$ cat config.mk
export PLATFORM = sky130hd
export DESIGN_NAME = booth_step
export DESIGN_NICKNAME = d
export VERILOG_FILES = /design/src/rtl/booth_pkg.sv /design/src/rtl/booth_step_comb.sv /design/src/rtl/booth_step.sv
export SDC_FILE = /design/constraint.sdc
export NUM_CORES = 1
export LEC_CHECK = 0
export CORE_MARGIN = 5
export CORE_UTILIZATION = 43
export CTS_CLUSTER_SIZE = 40
export DETAILED_ROUTE_END_ITERATION = 8
export PLACE_DENSITY = 0.88
export SLEW_MARGIN = 20
export SYNTH_ARGS = -nofsm -noshare
export SYNTH_HDL_FRONTEND = slang
export SYNTH_SLANG_ARGS = --single-unit
$ cat constraint.sdc
create_clock -name clk -period 5.2 [get_ports clk]
set_clock_uncertainty 0.1 [all_clocks]
set_input_delay 0.52 -clock clk [delete_from_list [all_inputs] [get_ports clk]]
set_output_delay 0.52 -clock clk [all_outputs]
set_load 0.01 [all_outputs]
$ cat src/rtl/booth_pkg.sv
// Shared constants for the radix-2 Booth multiply step: default operand width and op codes.
package booth_pkg;

  localparam int unsigned WIDTH = 8;

  typedef logic [1:0] op_t;

  localparam op_t OP_NONE = 2'b00;
  localparam op_t OP_ADD  = 2'b01;
  localparam op_t OP_SUB  = 2'b10;

endpackage

$ cat src/rtl/booth_step_comb.sv
// Combinational Booth datapath: select add/sub/skip from q_in[1:0], then arithmetic-shift {S,Q} right.
// Optional op port exists only when BOOTH_STEP_OP_EN is defined.
module booth_step_comb #(
  parameter int unsigned WIDTH = booth_pkg::WIDTH
) (
  input  logic [WIDTH-1:0] a_in,
  input  logic [WIDTH-1:0] m_in,
  input  logic [WIDTH:0]   q_in,
  output logic [WIDTH-1:0] a_next,
  output logic [WIDTH:0]   q_next
`ifdef BOOTH_STEP_OP_EN
  ,
  output logic [1:0]       op
`endif
);

  import booth_pkg::*;

  op_t              op_sel;
  logic [WIDTH-1:0] sum;

  // Booth recoding of the current bit pair.
  always_comb begin
    op_sel = OP_NONE;
    case (q_in[1:0])
      2'b01:   op_sel = OP_ADD;
      2'b10:   op_sel = OP_SUB;
      default: op_sel = OP_NONE;
    endcase
  end

  // Modulo-2^WIDTH add/sub; carry and overflow are intentionally dropped.
  always_comb begin
    sum = a_in;
    case (op_sel)
      OP_ADD:  sum = WIDTH'(a_in + m_in);
      OP_SUB:  sum = WIDTH'(a_in - m_in);
      default: sum = a_in;
    endcase
    a_next = {sum[WIDTH-1], sum[WIDTH-1:1]};
    q_next = {sum[0], q_in[WIDTH:1]};
  end

`ifdef BOOTH_STEP_OP_EN
  assign op = op_sel;
`endif

endmodule

$ cat src/rtl/booth_step.sv
// One pipelined radix-2 Booth step; chain WIDTH of these for a WIDTH x WIDTH signed multiplier.
// Defining BOOTH_STEP_OP_EN adds the registered op_out port.
module booth_step #(
  parameter int unsigned WIDTH = booth_pkg::WIDTH
) (
  input  logic             clk,
  input  logic             rst,
  input  logic             in_valid,
  input  logic [WIDTH-1:0] a_in,
  input  logic [WIDTH-1:0] m_in,
  input  logic [WIDTH:0]   q_in,
  output logic             out_valid,
  output logic [WIDTH-1:0] a_out,
  output logic [WIDTH:0]   q_out,
  output logic [WIDTH-1:0] m_out
`ifdef BOOTH_STEP_OP_EN
  ,
  output logic [1:0]       op_out
`endif
);

  logic [WIDTH-1:0] a_next;
  logic [WIDTH:0]   q_next;
`ifdef BOOTH_STEP_OP_EN
  logic [1:0]       op_c;
`endif

  booth_step_comb #(
    .WIDTH (WIDTH)
  ) u_comb (
    .a_in   (a_in),
    .m_in   (m_in),
    .q_in   (q_in),
    .a_next (a_next),
    .q_next (q_next)
`ifdef BOOTH_STEP_OP_EN
    ,
    .op     (op_c)
`endif
  );

  // Data loads every cycle; consumers qualify it with out_valid. Reset clears everything.
  always_ff @(posedge clk) begin
    if (rst) begin
      out_valid <= 1'b0;
      a_out     <= '0;
      q_out     <= '0;
      m_out     <= '0;
    end else begin
      out_valid <= in_valid;
      a_out     <= a_next;
      q_out     <= q_next;
      m_out     <= m_in;
    end
  end

`ifdef BOOTH_STEP_OP_EN
  always_ff @(posedge clk) begin
    if (rst) op_out <= 2'b00;
    else     op_out <= op_c;
  end
`endif

endmodule

-- After elaboration in Yosys (flattened, before gate mapping)
Index checks and enable logic that the tools add are counted.
- flip-flop bits (word level): 25
- latch bits: 0
- bits in writable memories: 0
- memory bits (read-only): 0
- input bits: 28
- memories kept: 0
- $add $sub $neg: 2
- multipliers: 0
- div/mod/pow operators: 0
- magnitude comparators: 0
- equality and inequality tests: 4
- shift-type cells: 0
- muxes and demuxes: 2
- bitwise gates (word level): 0
- reductions and logical operators: 0
- operator list (kind ; number):
    8-bit case mux with 2 select lines ; 1
    8-bit adder ; 1
    8-bit subtractor ; 1
    2-bit by 1-bit == test with 1-bit output, second input constant ; 2
    2-bit == test, second input constant ; 2
    2-bit case mux with 2 select lines ; 1

-- Logic depth before layout (Yosys ltp)
- depth after elaboration: 4
- depth in mapped cells: 12

-- By module
From an unflattened synthesis, not the netlist that was laid out.
- cell total of the unflattened synthesis: 132
- area total of the unflattened synthesis: 1277.5 um^2
- modules (own cells, without submodules) (module ; instances ; cells an instance ; area each (um^2)):
    booth_step ; 1 ; 54 ; 700.7
    booth_step_comb ; 1 ; 78 ; 576.8

-- Worst setup path after synthesis
OpenSTA, ideal clock, no wires.
- kind: input-to-reg
- from: input port q_in[0]
- to: register, netlist name a_out[6]
- arrival: 2.486 ns
- required time: 5.029 ns
- setup slack: 2.544 ns
- cell stages on the path: 12
- path through: inv_1 -> ha_1 -> clkbuf_1 -> nor2_1 -> xnor2_1 -> ha_1 -> nand2_1 -> o21ai_0 -> a21oi_2 -> xnor2_1 -> or3_1 -> a21oi_1
- cells in the longest elaborated chain, start to end: 4
- elaborated cells between the ends (all ways): 6
- RTL lines (what ; RTL line ; text):
    start: declaration ; booth_step.sv:11 ; input logic [WIDTH:0] q_in,
    2-bit == test or 2-bit by 1-bit == test with 1-bit output (tied branches) ; booth_step_comb.sv:25 ; case (q_in[1:0])
    2-bit case mux with 2 select lines * ; booth_step_comb.sv:25 ;
    2-bit == test or 2-bit by 1-bit == test with 1-bit output (tied branches) ; booth_step_comb.sv:35 ; case (op_sel)
    8-bit case mux with 2 select lines * ; booth_step_comb.sv:35 ;
Mark *: on every way between the ends. The rest lies on a longest branch, timed or not.
A chain may end at the register's enable or synchronous reset.

-- Final worst setup path
- from: input port q_in[1]
- to: register a_out[5]
- cells in the longest elaborated chain, start to end: 4
- elaborated cells between the ends (all ways): 6
- RTL lines (what ; RTL line ; text):
    2-bit == test or 2-bit by 1-bit == test with 1-bit output (tied branches) ; booth_step_comb.sv:25 ;
    2-bit case mux with 2 select lines * ; booth_step_comb.sv:25 ;
    2-bit == test or 2-bit by 1-bit == test with 1-bit output (tied branches) ; booth_step_comb.sv:35 ;
    8-bit case mux with 2 select lines * ; booth_step_comb.sv:35 ;
    end signal: assignment ; booth_step.sv:51 ; a_out <= a_next;
    end: declaration ; booth_step.sv:13 ; output logic [WIDTH-1:0] a_out,
Marked as above.

==> reports/qor.txt <==
Core area -> 2545 um2
IO buf count -> 53
Die Y -> 62.11 um
Yosys top cell area share -> 42.87%
Fin cells -> 207
# Post-CTS Setup Buffers -> 0
Post-cts resize count -> 0
Via Count -> 1027
Yosys reg bits -> 25
Top-count cell post-synth -> dfxtp_1
Mux share of post-synthesis cell area -> 2.572%
Post-synthesis simple-gate area fraction -> 18.11%
Vias in the first global route -> 1075
NetSw -> 130.6 uW
Compound-gate portion of the synthesized area -> 12.00%
H-Tree Depth -> 1
Clock sinks -> 25
Share of post-route cells with drive strength above 1 -> 4.520%
Max-Cap Viols -> 0
Worst Hold Path Cells -> 2
Avg Inst Size Synth -> 9.339 um2
Worst-case hold slack -> 632.0 ps
Worst Hold Class -> input pin to flop
Mapped Nets -> 163
Switching Fraction -> 28.86%
Period Utilization, post-route -> 56.68%
Worst-margin pin slew -> 482.8 ps
Register share of total power -> 46.7%
Initial core utilization -> 45.87%
Vias/cell -> 4.961
# DRC -> 0
Critical-path maximum fanout -> 7
Antenna Cells -> 0
Die area -> 3857 um2
Internal -> 322.0 uW
Worst path depth -> 10
RSZ-0062 raised after global routing -> no
P_leak -> 0.7240 nW
Worst EP required -> 5330 ps
DP Wirelength -> 2331 um
Initial antenna violation count -> 0
CP endpoint kind -> flop
Total clock buffers created by CTS -> 3
Setup TNS -> 0 ps
Ys Warns -> 0
Clock-pin slew on the worst setup and hold paths -> 140 ps
Adder-Cell Fraction of Synth Area -> 11.36%
Setup crit start kind -> input pin
Dominant synthesized flop cell -> dfxtp_1
Comb pwr share -> 33.9%
Total track usage -> 15.11%
DR WL/cell -> 13.96 um
Nets -> 216
Final min period -> 2948 ps
Post-Synth XOR/XNOR Area -> 8.253%
Setup violations, final -> 0
Final ANT Viol Nets -> 0
Outcome -> finished clean
Largest net degree at the start of global routing -> 29
Placed cell count -> 203
Count of cell types in the netlist -> 27
Clock Tree Root -> clkbuf_4
Post-DP Area -> 1717 um2
Final GP Congestion -> 0.8391
CTS tree -> done
Seq/Total Area, Yosys -> 42.87%
Synthesis-to-finish area growth -> 49.30%
Combinational family with the most area after synthesis -> simple AND/OR/NAND/NOR gates
First-pass GRT wire length -> 4836 um
Register area -> 500.5 um2
Max-Slew Margin vs Limit -> 67.81%
PD cells -> 259.6 nW/um2
Max clock buf depth -> 2
FP Rows -> 18
Routed wire length -> 2890 um
First-pass detailed-route iteration total -> 4
Global route total overflow -> 0
Synth top area cells -> dfxtp_1, ha_1, nor2b_1, xnor2_1, nor2_1
Number of synthesized flops with an enable pin -> 0
Crit path cell chain -> clkdlybuf4s50_1 -> ha_1 -> mux2i_1 -> fa_1 -> a21o_1 -> a21oi_1 -> nor2b_1 -> o21ai_0 -> nor4_1 -> a211o_1
Area occupied by multi-input gates -> 610.6 um2
Most frequent cells after synthesis -> dfxtp_1, nor2_1, nor2b_1
CP peak stage delay -> 490 ps
Chip width -> 62.11 um
Biggest area consumer among synthesized cells -> dfxtp_1
Final Hold Fails -> 0
Post-Synthesis Cell Area -> 1167 um2
CP max stage cell -> clkdlybuf4s50_1
Total power -> 452.5 uW
Fill count -> 211
Number of top-level pins -> 54
Fmax -> 339.3 MHz
Clk network pwr share -> 19.4%
Post-synth ARST share -> 0%
Post-Synthesis Cells -> 125
WS Path Type -> input pin to flop
Peak VDD IR -> 190.5 uV
CP delay by family, top -> compound AO/OA/AOI/OAI gates
Initial DRC count -> 20
Final instance area -> 1743 um2
Buffers & Inverters on Critical Path -> 1
Arr. time, crit path -> 3080 ps
Final number of max-transition violations -> 0
Hold_buf cts -> 0
==> power groups by stage <==
stage               combinational [mW]  clock, mW  sequential [mW]
finish                           0.153     0.0880            0.211
global route                     0.168     0.0992            0.213
CTS                              0.154     0.0890            0.212
detailed placement               0.153          0            0.216
global placement                 0.148          0            0.215
floorplan                       0.0761          0            0.224
==> path summary, 6_finish.rpt <==
path | from | end | slack, ps
worst max-delay path | q_in[1] | a_out[5] | 2250
worst min-delay path | in_valid | out_valid | 630
==> registers in the layout, indices dropped and copies added (netlist names) <==
| signal | cells |
|---|---|
| q_out | 9 |
| m_out | 8 |
| a_out | 7 |
| out_valid | 1 |
==> stage by stage <==
| stage | setup slack (ps) | utilization, % |
|---|---|---|
| floorplan | 2544 | - |
| global placement | 2001 | 67.45 |
| detailed placement | 1942 | 67.45 |
| CTS | 2270 | 68.49 |
| global route | 2094 | 68.49 |
| finish | 2252 | 68.49 |
==> cell type report <==
class / count / area share [%]
inverter: 8 / 1.723
multi-input combinational: 86 / 35.03
sequential: 25 / 28.72
timing repair buffer: 54 / 30.87
tap: 30 / 2.154
clock buffer: 4 / 1.508
==> layer usage <==
layer | vias to the layer above | global-route usage, % | part of all wire, %
met2 | 46 | 25.39 | 45
li1 | 520 | - | -
met3 | 6 | 5.935 | 9.4
met4 | 0 | 5.691 | 1.9
met5 | - | 0 | 0
met1 | 455 | 17.04 | 43
==> kinds of logic after synthesis <==
kind of cell    after synthesis
compound gates               22
xor+xnor                     11
fa+ha+maj                    10
buf+inv                      14
flops                        25
mux                           3
simple gates                 40
==> cell usage in the layout, fill, tap and decap left out, types with 3 or more instances in the layout <==
cell and instances:
a21o_1 3, a21oi_1 8, a31oi_1 3, clkbuf_4 3, clkdlybuf4s50_1 53, dfxtp_1 25
ha_1 9, inv_1 8, mux2i_1 3, nor2_1 18, nor2b_1 13, o21ai_0 4
xnor2_1 9
No activity file was read; power rests on OpenSTA's default activity.
